$ cat config.mk
export PLATFORM = sky130hd
export DESIGN_NAME = inst_fetch_queue_flat
export DESIGN_NICKNAME = d
export VERILOG_FILES = /design/src/rtl/inst_fetch_queue_if.sv /design/src/rtl/inst_fetch_queue.sv /design/src/flat_wrapper.sv
export SDC_FILE = /design/constraint.sdc
export NUM_CORES = 1
export LEC_CHECK = 0
export CAP_MARGIN = 20
export CORE_ASPECT_RATIO = 2
export CORE_MARGIN = 4
export CORE_UTILIZATION = 58
export DETAILED_ROUTE_END_ITERATION = 10
export PLACE_DENSITY = 0.88
export REMOVE_ABC_BUFFERS = 1
export SLEW_MARGIN = 20
export SYNTH_ARGS = -nofsm -noshare
export SYNTH_HDL_FRONTEND = slang
export SYNTH_SLANG_ARGS = --single-unit
$ cat constraint.sdc
create_clock -name clk -period 9.1 [get_ports clk]
set_input_delay 1.82 -clock clk [delete_from_list [all_inputs] [get_ports clk]]
set_output_delay 1.82 -clock clk [all_outputs]
set_load 0.02 [all_outputs]
$ cat src/rtl/inst_fetch_queue_if.sv
// IF->ID fetch queue bundle: fetch push side, decode pop lanes, status.
// master drives push/pop_take/flush; slave is the queue itself.
interface inst_fetch_queue_if #(
  parameter int DEPTH   = 8,
  parameter int DATA_W  = 32,
  parameter int EXC_W   = 4,
  parameter int ISSUE_W = 2
);
  localparam int CNT_W = $clog2(DEPTH) + 1;

  logic                       flush;
  logic                       push_valid;
  logic                       push_ready;
  logic [31:0]                push_pc;
  logic [DATA_W-1:0]          push_instr;
  logic [EXC_W-1:0]           push_exc;
  logic [ISSUE_W-1:0]         pop_valid;
  logic [32*ISSUE_W-1:0]      pop_pc;
  logic [DATA_W*ISSUE_W-1:0]  pop_instr;
  logic [EXC_W*ISSUE_W-1:0]   pop_exc;
  logic [ISSUE_W-1:0]         pop_take;
  logic [CNT_W-1:0]           count;
  logic                       almost_full;

  modport master (
    output flush, push_valid, push_pc, push_instr, push_exc, pop_take,
    input  push_ready, pop_valid, pop_pc, pop_instr, pop_exc,
    input  count, almost_full
  );

  modport slave (
    input  flush, push_valid, push_pc, push_instr, push_exc, pop_take,
    output push_ready, pop_valid, pop_pc, pop_instr, pop_exc,
    output count, almost_full
  );
endinterface

$ cat src/rtl/inst_fetch_queue.sv
// Circular IF->ID instruction queue, one push and up to ISSUE_W pops per cycle.
// Define IFQ_BYPASS_EN for a zero-latency push->lane0 path when empty.
module inst_fetch_queue #(
  parameter int DEPTH     = 8,
  parameter int DATA_W    = 32,
  parameter int EXC_W     = 4,
  parameter int ISSUE_W   = 2,
  parameter int AF_MARGIN = 2
) (
  input logic               clk,
  input logic               resetn,
  inst_fetch_queue_if.slave ifq
);
  localparam int PTR_W = $clog2(DEPTH);
  localparam int CNT_W = PTR_W + 1;
  localparam int ENT_W = 32 + DATA_W + EXC_W;

  logic [ENT_W-1:0]   mem [DEPTH];
  logic [PTR_W-1:0]   rd_ptr;
  logic [PTR_W-1:0]   wr_ptr;
  logic [CNT_W-1:0]   cnt;
  logic [CNT_W-1:0]   cnt_nxt;
  logic               af;
  logic [ISSUE_W-1:0] q_valid;
  logic [CNT_W-1:0]   n;
  logic               run;
  logic               byp;
  logic               byp_take;
  logic               push_en;

`ifdef IFQ_BYPASS_EN
  assign byp = (cnt == '0) & ifq.push_valid & ~ifq.flush;
`else
  assign byp = 1'b0;
`endif

  assign byp_take = byp & ifq.pop_take[0];

  assign ifq.push_ready  = cnt < CNT_W'(DEPTH);
  assign ifq.count       = cnt;
  assign ifq.almost_full = af;

  for (genvar k = 0; k < ISSUE_W; k++) begin : g_lane
    logic [PTR_W-1:0] idx;
    logic [ENT_W-1:0] ent;
    logic             lane_byp;

    assign idx      = rd_ptr + PTR_W'(k);
    assign ent      = mem[idx];
    assign lane_byp = (k == 0) ? byp : 1'b0;
    assign q_valid[k] = cnt > CNT_W'(k);

    assign ifq.pop_valid[k] = q_valid[k] | lane_byp;
    assign ifq.pop_pc[32*k +: 32] =
      lane_byp ? ifq.push_pc : ent[ENT_W-1 -: 32];
    assign ifq.pop_instr[DATA_W*k +: DATA_W] =
      lane_byp ? ifq.push_instr : ent[EXC_W +: DATA_W];
    assign ifq.pop_exc[EXC_W*k +: EXC_W] =
      lane_byp ? ifq.push_exc : ent[EXC_W-1:0];
  end

  // n counts only the leading run of taken, queue-backed lanes
  always_comb begin
    n   = '0;
    run = 1'b1;
    for (int k = 0; k < ISSUE_W; k++) begin
      if (run && ifq.pop_take[k] && q_valid[k]) begin
        n = n + CNT_W'(1);
      end else begin
        run = 1'b0;
      end
    end
  end

  // a bypassed entry consumed the same cycle is never stored
  assign push_en = ifq.push_valid & ifq.push_ready
                 & ~ifq.flush & ~byp_take;

  always_comb begin
    cnt_nxt = cnt + CNT_W'(push_en) - n;
    if (ifq.flush) begin
      cnt_nxt = '0;
    end
  end

  always_ff @(posedge clk) begin
    if (!resetn) begin
      rd_ptr <= '0;
      wr_ptr <= '0;
      cnt    <= '0;
      af     <= 1'b0;
    end else begin
      if (ifq.flush) begin
        rd_ptr <= '0;
        wr_ptr <= '0;
      end else begin
        rd_ptr <= rd_ptr + n[PTR_W-1:0];
        wr_ptr <= wr_ptr + PTR_W'(push_en);
      end
      cnt <= cnt_nxt;
      af  <= cnt_nxt >= CNT_W'(DEPTH - AF_MARGIN);
    end
  end

  always_ff @(posedge clk) begin
    if (resetn && push_en) begin
      mem[wr_ptr] <= {ifq.push_pc, ifq.push_instr, ifq.push_exc};
    end
  end
endmodule
$ cat src/flat_wrapper.sv
// flat-port wrapper written by rule: the top's interface ports become plain ports
module inst_fetch_queue_flat 
#(
  parameter int DEPTH     = 8,
  parameter int DATA_W    = 32,
  parameter int EXC_W     = 4,
  parameter int ISSUE_W   = 2,
  parameter int AF_MARGIN = 2
)
  (clk, resetn, ifq_flush, ifq_push_valid, ifq_push_pc, ifq_push_instr, ifq_push_exc, ifq_pop_take, ifq_push_ready, ifq_pop_valid, ifq_pop_pc, ifq_pop_instr, ifq_pop_exc, ifq_count, ifq_almost_full);
  inst_fetch_queue_if #(.DEPTH(DEPTH), .DATA_W(DATA_W), .EXC_W(EXC_W), .ISSUE_W(ISSUE_W)) ifq_i ();
  input logic clk;
  input logic resetn;
  input wire logic [$bits(ifq_i.flush)-1:0] ifq_flush;
  input wire logic [$bits(ifq_i.push_valid)-1:0] ifq_push_valid;
  input wire logic [$bits(ifq_i.push_pc)-1:0] ifq_push_pc;
  input wire logic [$bits(ifq_i.push_instr)-1:0] ifq_push_instr;
  input wire logic [$bits(ifq_i.push_exc)-1:0] ifq_push_exc;
  input wire logic [$bits(ifq_i.pop_take)-1:0] ifq_pop_take;
  output wire logic [$bits(ifq_i.push_ready)-1:0] ifq_push_ready;
  output wire logic [$bits(ifq_i.pop_valid)-1:0] ifq_pop_valid;
  output wire logic [$bits(ifq_i.pop_pc)-1:0] ifq_pop_pc;
  output wire logic [$bits(ifq_i.pop_instr)-1:0] ifq_pop_instr;
  output wire logic [$bits(ifq_i.pop_exc)-1:0] ifq_pop_exc;
  output wire logic [$bits(ifq_i.count)-1:0] ifq_count;
  output wire logic [$bits(ifq_i.almost_full)-1:0] ifq_almost_full;
  assign ifq_i.flush = ifq_flush;
  assign ifq_i.push_valid = ifq_push_valid;
  assign ifq_i.push_pc = ifq_push_pc;
  assign ifq_i.push_instr = ifq_push_instr;
  assign ifq_i.push_exc = ifq_push_exc;
  assign ifq_i.pop_take = ifq_pop_take;
  assign ifq_push_ready = ifq_i.push_ready;
  assign ifq_pop_valid = ifq_i.pop_valid;
  assign ifq_pop_pc = ifq_i.pop_pc;
  assign ifq_pop_instr = ifq_i.pop_instr;
  assign ifq_pop_exc = ifq_i.pop_exc;
  assign ifq_count = ifq_i.count;
  assign ifq_almost_full = ifq_i.almost_full;
  inst_fetch_queue #(.DEPTH(DEPTH), .DATA_W(DATA_W), .EXC_W(EXC_W), .ISSUE_W(ISSUE_W), .AF_MARGIN(AF_MARGIN)) u_core (.clk(clk), .resetn(resetn), .ifq(ifq_i));
endmodule
==> impl_metrics.env, run 1 <==
export IMPL_status="complete, no violations"
export IMPL_grt_pass1_vias=13800
export IMPL_dp_hpwl_mm=32.5
export IMPL_drtIter0Drc=929
export IMPL_period_share=0.700
export IMPL_die_w_um=156
export IMPL_hold_buffers=0
export IMPL_regArea_um2=16600
export IMPL_grt_busiest_layer="met2"
export IMPL_drc=0
export IMPL_std_cell_rows=107
export IMPL_portBuffers=217
export IMPL_path_max_fanout=52
export IMPL_max_freq_mhz=157
export IMPL_routedWlPerCell_um=29.2
export IMPL_gp_congestion=0.744
export IMPL_area_growth_pct=16.9
export IMPL_use_met3=0.0317
export IMPL_antenna_left=0
export IMPL_cts_root_buf="clkbuf_16"
export IMPL_avgSynthCellArea_um2=23.0
export IMPL_vias=12700
export IMPL_worst_pin_slew_ns=1.03
export IMPL_holdPathStages=2
export IMPL_rrSetupSlack_ns=6.05
export IMPL_die_area_um2=47100
export IMPL_rsz0062_at_grt="no"
export IMPL_grt_max_degree=161
export IMPL_slew_violations=0
export IMPL_overflow=0
export IMPL_setup_viol_count_final=0
export IMPL_worst_slack_ns=2.73
export IMPL_vdd_drop_max_v=0.000253
export IMPL_p_leak_uw=0.00892
export IMPL_routed_wl_mm=55.6
export IMPL_end_kind="output port"
export IMPL_syn_cell_area_um2=25300
export IMPL_dpl_cell_area_um2=28000
export IMPL_tritoncts="built"
export IMPL_dp_slack_ns=3.17
export IMPL_p_per_area_nw_per_um2=226
export IMPL_yosysWarnings=0
export IMPL_crit_type="reg -> out"
export IMPL_avgViaCountPerCell=6.66
export IMPL_antenna_found_initial=8
export IMPL_grt_use_met2=0.433
export IMPL_r2r_start="u_core.ifq.count[3]"
export IMPL_rr_worst_depth=5
export IMPL_arrival_ns=4.55
export IMPL_clock_skew_ns=0.0173
export IMPL_grt_pass1_wl_mm=84.3
export IMPL_io_pins=218
export IMPL_synth_edf_count=544
export IMPL_async_reset_ff_frac=0
export IMPL_slew_headroom=0.315
export IMPL_hold_start="u_core.wr_ptr[2]"
export IMPL_worstHoldEndpoint="u_core.wr_ptr[2]"
export IMPL_reg2reg_to="u_core.mem[0][44]"
export IMPL_htree_levels=2
export IMPL_cts_made_buffers=46
export IMPL_clkLatencyLatePin_ns=0.56
export IMPL_fill_cells=2609
export IMPL_required_ns=7.28
export IMPL_core_um2=42800
export IMPL_firstDrtPassIters=5
export IMPL_multi_input_area_um2=8300
export IMPL_hold_viol_final=0
export IMPL_ys_ff_latch=555
export IMPL_cts_resized=0
export IMPL_hp_class="reg -> reg"
export IMPL_clk_pin_slew_ns=0.06
export IMPL_clock_path_buffers=3
export IMPL_track_usage=0.239
export IMPL_finalCriticalPeriod_ns=6.37
export IMPL_yosysSeqAreaShare=0.656
export IMPL_met1_usage=0.302
export IMPL_synth_cells=1100
export IMPL_ys_types=31
export IMPL_ys_flop_type="edfxtp_1"
export IMPL_cts_setup_buffers=0
export IMPL_design_area_um2=29500
export IMPL_maxCapViolCount=0
export IMPL_die_h_um=303
export IMPL_start_util=0.589
export IMPL_clock_sinks=555
export IMPL_nNetsFinal=1403
export IMPL_drive_gt1_frac=0.377
export IMPL_critPathLaunchType="register"
-- per-stage QoR --
step / utilization / power (µW) / setup TNS, ns / hold WS, ns / std cells
CTS: 0.688 / 6730 / 0 / 0.612 / 1898
global placement: 0.653 / 4720 / 0 / 0.579 / 1812
detailed placement: 0.653 / 4770 / 0 / 0.588 / 1812
floorplan: - / 4530 / -689.04 / 0.541 / 1025
finish: 0.689 / 6660 / 0 / 0.615 / 1905
global route: 0.689 / 6930 / 0 / 0.651 / 1904
-- report_power, final --
group	total, µW	internal, µW	switching [µW]
Clock	1970	1110	852
Combinational	1820	1010	809
Sequential	2880	2830	46.4
Total	6660	4950	1710
-- cell usage in the layout, fill, tap and decap left out, types with 2 or more instances in the layout --
master	n
and2_1	6
nand2b_1	7
edfxtp_1	544
nor3_2	2
dfxtp_1	8
clkbuf_8	5
buf_12	2
nor2_4	6
diode_2	6
mux2_2	98
nand2_1	2
clkbuf_16	49
dfxtp_4	3
clkbuf_1	16
xnor2_1	2
mux2_4	38
clkdlybuf4s50_1	217
nor2_1	4
clkinv_2	4
inv_1	8
ha_1	10
clkinvlp_4	2
and3_1	2
fa_1	2
bufinv_16	3
mux4_2	272
buf_4	23
clkinv_1	7
-- cell families after synthesis --
| group | after synthesis | synth area share |
|---|---|---|
| AO/OA/AOI/OAI | 4 | 0.000941 |
| XOR/XNOR | 4 | 0.00139 |
| adder cells (fa/ha/maj) | 13 | 0.00704 |
| buffers and inverters | 83 | 0.0191 |
| flip-flops | 555 | 0.656 |
| multiplexers | 408 | 0.309 |
| AND/OR/NAND/NOR | 33 | 0.00709 |
-- critical path: stages (launching register included) --
cell and delay [ns]:
dfxtp_4 0.94, ha_4 0.80, buf_4 0.71, mux4_2 0.60, mux2_2 0.28, clkdlybuf4s50_1 0.60
-- metal layers --
| metal | wire [µm] | vias to the layer above | part of all wire |
|---|---|---|---|
| li1 | - | 5244 | - |
| met1 | 20100 | 6865 | 0.36 |
| met2 | 30800 | 485 | 0.55 |
| met3 | 3160 | 91 | 0.057 |
| met4 | 1510 | 4 | 0.027 |
| met5 | 24 | - | 0.00043 |
-- flip-flops by register name, indices dropped and copies added, names as in the netlist --
signal and cells:
u_core.ifq.almost_full 1, u_core.ifq.count 4, u_core.mem 544, u_core.rd_ptr 3, u_core.wr_ptr 3
-- cell type report --
type,instances,share of cell area
antenna,6,0.000509
clock buffer,70,0.0459
clock inverter,16,0.00513
inverter,8,0.00102
multi-input combinational,462,0.281
sequential,555,0.561
tap,545,0.0231
timing repair buffer,243,0.0817
-- synth_stat cells (3+ instances only) --
library cell / n / share of area
and2_1: 6 / 0.0015
buf_1: 10 / 0.0015
buf_2: 33 / 0.0065
buf_4: 17 / 0.0051
buf_8: 3 / 0.0018
clkbuf_1: 9 / 0.0013
dfxtp_1: 11 / 0.0087
edfxtp_1: 544 / 0.65
ha_1: 11 / 0.0055
inv_1: 8 / 0.0012
mux2_2: 98 / 0.044
mux2_4: 38 / 0.023
mux4_2: 272 / 0.24
nand2b_1: 7 / 0.0017
nor2_1: 10 / 0.0015
-- worst max-delay path by stage --
stage,start,cells after the start,to,slack [ns]
after floorplan,u_core.rd_ptr[0],3,ifq_pop_exc[4],-7.62
final,u_core.rd_ptr[0],5,ifq_pop_instr[37],2.73
after CTS,u_core.rd_ptr[0],5,ifq_pop_instr[37],2.57
after global placement,u_core.rd_ptr[0],5,ifq_pop_instr[48],3.25
after global routing,u_core.rd_ptr[0],5,ifq_pop_instr[37],2.37
after detailed placement,u_core.rd_ptr[0],5,ifq_pop_instr[37],3.17
Power figures use the tool's default switching activity.
==> run 2: changes to the inputs <==
Clock period 9.1 ns to 6.7 ns, I/O delays scaled along.
==> run 2 against run 1 <==
Combinational power rose by 37%. Sequential share of layout area barely moved. Utilization barely moved. Cell area barely moved. Critical path depth did not move.
==> impl_metrics.env, run 2 (same netlist as run 1, synthesis figures left out) <==
export IMPL_std_cell_rows=107
export IMPL_routed_wl_mm=56.2
export IMPL_critPathLaunchType="register"
export IMPL_seqPwrFrac=0.430
export IMPL_hold_viol_final=0
export IMPL_critical_path_slowest_cell="buf_4"
export IMPL_portBuffers=217
export IMPL_firstDrtPassIters=5
export IMPL_antenna_left=0
export IMPL_hold_buffers=0
export IMPL_critical_path_cell_chain="buf_4, buf_4, mux4_2, mux2_2, clkdlybuf4s50_1"
export IMPL_slew_violations=0
export IMPL_core_um2=42800
export IMPL_arrival_ns=4.12
export IMPL_clock_skew_ns=0.0247
export IMPL_largest_register="u_core.mem"
export IMPL_grt_pass1_wl_mm=85.0
export IMPL_p_comb_frac=0.276
export IMPL_drtIter0Drc=1073
export IMPL_cts_made_buffers=45
export IMPL_htree_levels=2
export IMPL_status="complete, no violations"
export IMPL_path_max_fanout=56
export IMPL_clock_path_buffers=3
export IMPL_clock_sinks=555
export IMPL_largest_reg_flops=544
export IMPL_tritoncts="built"
export IMPL_power_switching_uw=2320
export IMPL_p_int_uw=6730
export IMPL_dp_hpwl_mm=33.0
export IMPL_startpoint="u_core.rd_ptr[1]"
export IMPL_crit_type="reg -> out"
export IMPL_holdPathStages=2
export IMPL_grt_pass1_vias=13800
export IMPL_clkLatencyLatePin_ns=0.55
export IMPL_track_usage=0.241
export IMPL_sw_frac_of_total=0.256
export IMPL_nNetsFinal=1404
export IMPL_dpl_cell_area_um2=28000
export IMPL_fin_cells=1900
export IMPL_maxCapViolCount=0
export IMPL_clk_pin_slew_ns=0.07
export IMPL_antenna_found_initial=7
export IMPL_layout_commonest_cell="edfxtp_1"
export IMPL_clkPwrFrac=0.294
export IMPL_drive_gt1_frac=0.381
export IMPL_area_growth_pct=16.9
export IMPL_p_per_area_nw_per_um2=306
export IMPL_required_ns=5.36
export IMPL_mostFrequentLayoutCells="544 x edfxtp_1, 272 x mux4_2, 217 x clkdlybuf4s50_1"
export IMPL_end_kind="output port"
export IMPL_grt_max_degree=146
export IMPL_die_h_um=303
export IMPL_rsz0062_at_grt="no"
export IMPL_die_area_um2=47100
export IMPL_period_share=0.815
export IMPL_p_leak_uw=0.00893
export IMPL_cts_root_buf="clkbuf_16"
export IMPL_vdd_drop_max_v=0.000248
export IMPL_timing_hold_ws_ns=0.614
export IMPL_r2r_start="u_core.ifq.count[3]"
export IMPL_worst_pin_slew_ns=1.13
export IMPL_slew_headroom=0.246
export IMPL_path_common_cell="buf_4"
export IMPL_design_area_um2=29500
export IMPL_vias=12800
export IMPL_crit_path_max_incr_delay_ns=0.75
export IMPL_rr_worst_depth=4
export IMPL_worst_slack_ns=1.24
export IMPL_avgViaCountPerCell=6.71
export IMPL_drc=0
export IMPL_rrSetupSlack_ns=3.75
export IMPL_hold_start="u_core.wr_ptr[2]"
export IMPL_max_freq_mhz=183
export IMPL_io_pins=218
export IMPL_start_util=0.589
export IMPL_hp_class="reg -> reg"
export IMPL_overflow=0
export IMPL_fill_cells=2586
export IMPL_finalCriticalPeriod_ns=5.46
export IMPL_setup_viol_count_final=0
export IMPL_gp_congestion=0.744
export IMPL_die_w_um=156
export IMPL_routedWlPerCell_um=29.6
export IMPL_dp_cells=1814
export IMPL_cts_setup_buffers=0
export IMPL_cts_resized=0
export IMPL_dp_slack_ns=1.77
## run 2: cell types whose count changed in the layout (fill, tap and decap cells not counted), sizes merged
cell and delta:
inv +1, clkinv +5, bufinv +4, buf +2, clkbuf -16, diode -1
## run 2: worst max-delay path: cells and delay by family, from the launching register on
kind / cells / cell delay (ns)
flip-flops: 1 / 0.70
multiplexers: 2 / 0.74
buffers and inverters: 3 / 2.01
## run 2: cell type report
| cell class | instances | area, µm² | area share |
|---|---|---|---|
| sequential | 555 | 16600 | 0.561 |
| multi-input combinational | 462 | 8300 | 0.281 |
| timing repair buffer | 245 | 2460 | 0.0832 |
| clock buffer | 54 | 1160 | 0.0393 |
| tap | 545 | 682 | 0.0231 |
| clock inverter | 26 | 308 | 0.0104 |
| inverter | 8 | 30.0 | 0.00102 |
| antenna | 5 | 12.5 | 0.000424 |
## run 2: path summary, 6_finish.rpt
path,end
max,ifq_pop_instr[0]
min,u_core.wr_ptr[2]
min reg2reg,u_core.wr_ptr[2]
max reg2reg,u_core.mem[5][55]
## run 2: per-stage QoR
stage | total power, µW | util | setup TNS (ns)
final | 9040 | 0.689 | 0
after global routing | 9400 | 0.689 | 0
after CTS | 9120 | 0.688 | 0
after detailed placement | 6480 | 0.654 | 0
after global placement | 6430 | 0.654 | 0
after floorplan | 6150 | - | -1001.04
## run 2: metal layers
layer,global-route usage,up-vias,share of wire
met4,0.0918,4,0.036
met1,0.306,6886,0.36
met5,0,-,0.00043
met2,0.425,508,0.54
li1,-,5249,-
met3,0.0343,108,0.056
## run 2: power by group through the flow
stage	registers, µW	clock network [µW]	logic (µW)
global placement	3960	0	2460
detailed placement	3970	0	2510
global route	3890	2850	2660
finish	3890	2660	2500
CTS	3890	2700	2530
floorplan	4110	0	2040
==> run 3: changes to the inputs <==
Settings changed: CORE_UTILIZATION 58 to 53, PLACE_DENSITY 0.88 to 0.85.
Clock period 6.7 ns to 4.5 ns, I/O delays scaled along.
==> run 3 against run 2 <==
Die area is 9.1% higher. Utilization is 5.0 points lower. Hold slack worse by 0.014 ns. Critical path type unchanged. Highest routed layer unchanged. Via count is 1.5% lower. Worst setup slack worse by 1.1 ns. Critical endpoint is now ifq_pop_instr[2]. Clock power is 56% higher. Cell area is 1.6% higher.
==> impl_metrics.env, run 3 (same netlist as run 1, synthesis figures left out) <==
export IMPL_status="complete, no violations"
export IMPL_vdd_drop_max_v=0.000377
export IMPL_max_freq_mhz=231
export IMPL_maxCapViolCount=0
export IMPL_total_power_uw=13700
export IMPL_end_kind="output port"
export IMPL_required_ns=3.60
export IMPL_gp_congestion=0.741
export IMPL_die_w_um=162
export IMPL_crit_type="reg -> out"
export IMPL_slew_headroom=0.387
export IMPL_met1_usage=0.275
export IMPL_antenna_left=0
export IMPL_routed_wl_mm=56.1
export IMPL_r2r_start="u_core.ifq.count[3]"
export IMPL_rrSetupSlack_ns=1.66
export IMPL_rr_worst_depth=13
export IMPL_std_cell_rows=112
export IMPL_endpoint="ifq_pop_instr[2]"
export IMPL_cts_made_buffers=47
export IMPL_core_um2=46900
export IMPL_grt_pass1_wl_mm=85.3
export IMPL_hold_buffers=0
export IMPL_die_h_um=317
export IMPL_antenna_found_initial=5
export IMPL_period_share=0.962
export IMPL_clkLatencyLatePin_ns=0.58
export IMPL_clock_sinks=555
export IMPL_rsz0062_at_grt="no"
export IMPL_tns_ns=0
export IMPL_clock_skew_ns=0.0238
export IMPL_grt_max_degree=157
export IMPL_worst_pin_slew_ns=0.919
export IMPL_largest_reg_flops=544
export IMPL_firstDrtPassIters=5
export IMPL_routedWlPerCell_um=28.2
export IMPL_hold_viol_final=0
export IMPL_grt_pass1_vias=13800
export IMPL_critPathLaunchType="register"
export IMPL_setup_viol_count_final=0
export IMPL_hp_class="reg -> reg"
export IMPL_clock_path_buffers=3
export IMPL_layout_commonest_cell="edfxtp_1"
export IMPL_largest_register="u_core.mem"
export IMPL_startpoint="u_core.rd_ptr[0]"
export IMPL_portBuffers=217
export IMPL_start_util=0.538
export IMPL_vias=12600
export IMPL_arrival_ns=3.43
export IMPL_die_area_um2=51400
export IMPL_drtIter0Drc=1034
export IMPL_finalCriticalPeriod_ns=4.33
export IMPL_tritoncts="built"
export IMPL_dpl_cell_area_um2=28400
export IMPL_io_pins=218
export IMPL_drive_gt1_frac=0.391
export IMPL_p_leak_uw=0.00906
export IMPL_path_max_fanout=109
export IMPL_cts_root_buf="clkbuf_16"
export IMPL_cts_resized=0
export IMPL_use_met3=0.0412
export IMPL_grt_use_met2=0.397
export IMPL_reg2reg_to="u_core.ifq.almost_full"
export IMPL_slew_violations=0
export IMPL_fin_util=0.639
export IMPL_track_usage=0.221
export IMPL_area_growth_pct=18.8
export IMPL_htree_levels=2
export IMPL_clk_pin_slew_ns=0.07
export IMPL_cts_setup_buffers=0
export IMPL_avgViaCountPerCell=6.30
export IMPL_grt_busiest_layer="met2"
export IMPL_dp_hpwl_mm=32.3
export IMPL_overflow=0
export IMPL_mostFrequentLayoutCells="544 x edfxtp_1, 272 x mux4_2, 217 x clkdlybuf4s50_1"
export IMPL_timing_hold_ws_ns=0.600
export IMPL_design_area_um2=30000
export IMPL_nNetsFinal=1413
export IMPL_drc=0
export IMPL_p_per_area_nw_per_um2=456
==> run 3: metrics by stage <==
step | setup slack, ns | instances
2_1_floorplan | -11.30 | 1025
3_3_place_gp | 0.852 | 1903
3_5_place_dp | 0.851 | 1903
4_1_cts | 0.217 | 1990
5_1_grt | 0.0330 | 1992
6_report | 0.172 | 1993
==> run 3: area by class of cell <==
cell class	count	area (µm²)
fillers	3073	16900
repair buffers	252	2730
diodes	2	5.00
flip-flops and latches	555	16600
clock buffers	56	1260
inverters	8	30.0
multi-input cells	462	8300
clock inverters	31	320
well taps	627	785
==> run 3: how the worst min path moves through the flow <==
stage / startpoint / to / slack (ns) / cells after the start
floorplan: u_core.wr_ptr[2] / u_core.wr_ptr[2] / 0.54 / 2
global placement: u_core.wr_ptr[2] / u_core.wr_ptr[2] / 0.58 / 2
detailed placement: u_core.wr_ptr[0] / u_core.wr_ptr[0] / 0.59 / 2
CTS: u_core.wr_ptr[0] / u_core.wr_ptr[0] / 0.61 / 2
global route: u_core.wr_ptr[2] / u_core.wr_ptr[2] / 0.64 / 2
finish: u_core.wr_ptr[0] / u_core.wr_ptr[0] / 0.60 / 2
==> run 3: metal layers <==
metal	wire length [µm]	share of wire
met3	3540	0.063
met5	34	0.00061
met4	1240	0.022
met1	20700	0.37
met2	30600	0.55
==> run 3: where the power goes <==
group	switching, µW	internal (µW)	leakage [µW]
combinational	1700	2090	0.00331
clock	1830	2310	0.000759
sequential	31.2	5720	0.00499
total	3560	10100	0.00906
==> run 3: worst max-delay path: stages (launching register included) <==
cell and delay [ns]:
dfxtp_4 0.40, buf_12 0.31, buf_16 0.47, mux4_2 0.61
mux2_2 0.32, clkdlybuf4s50_1 0.55
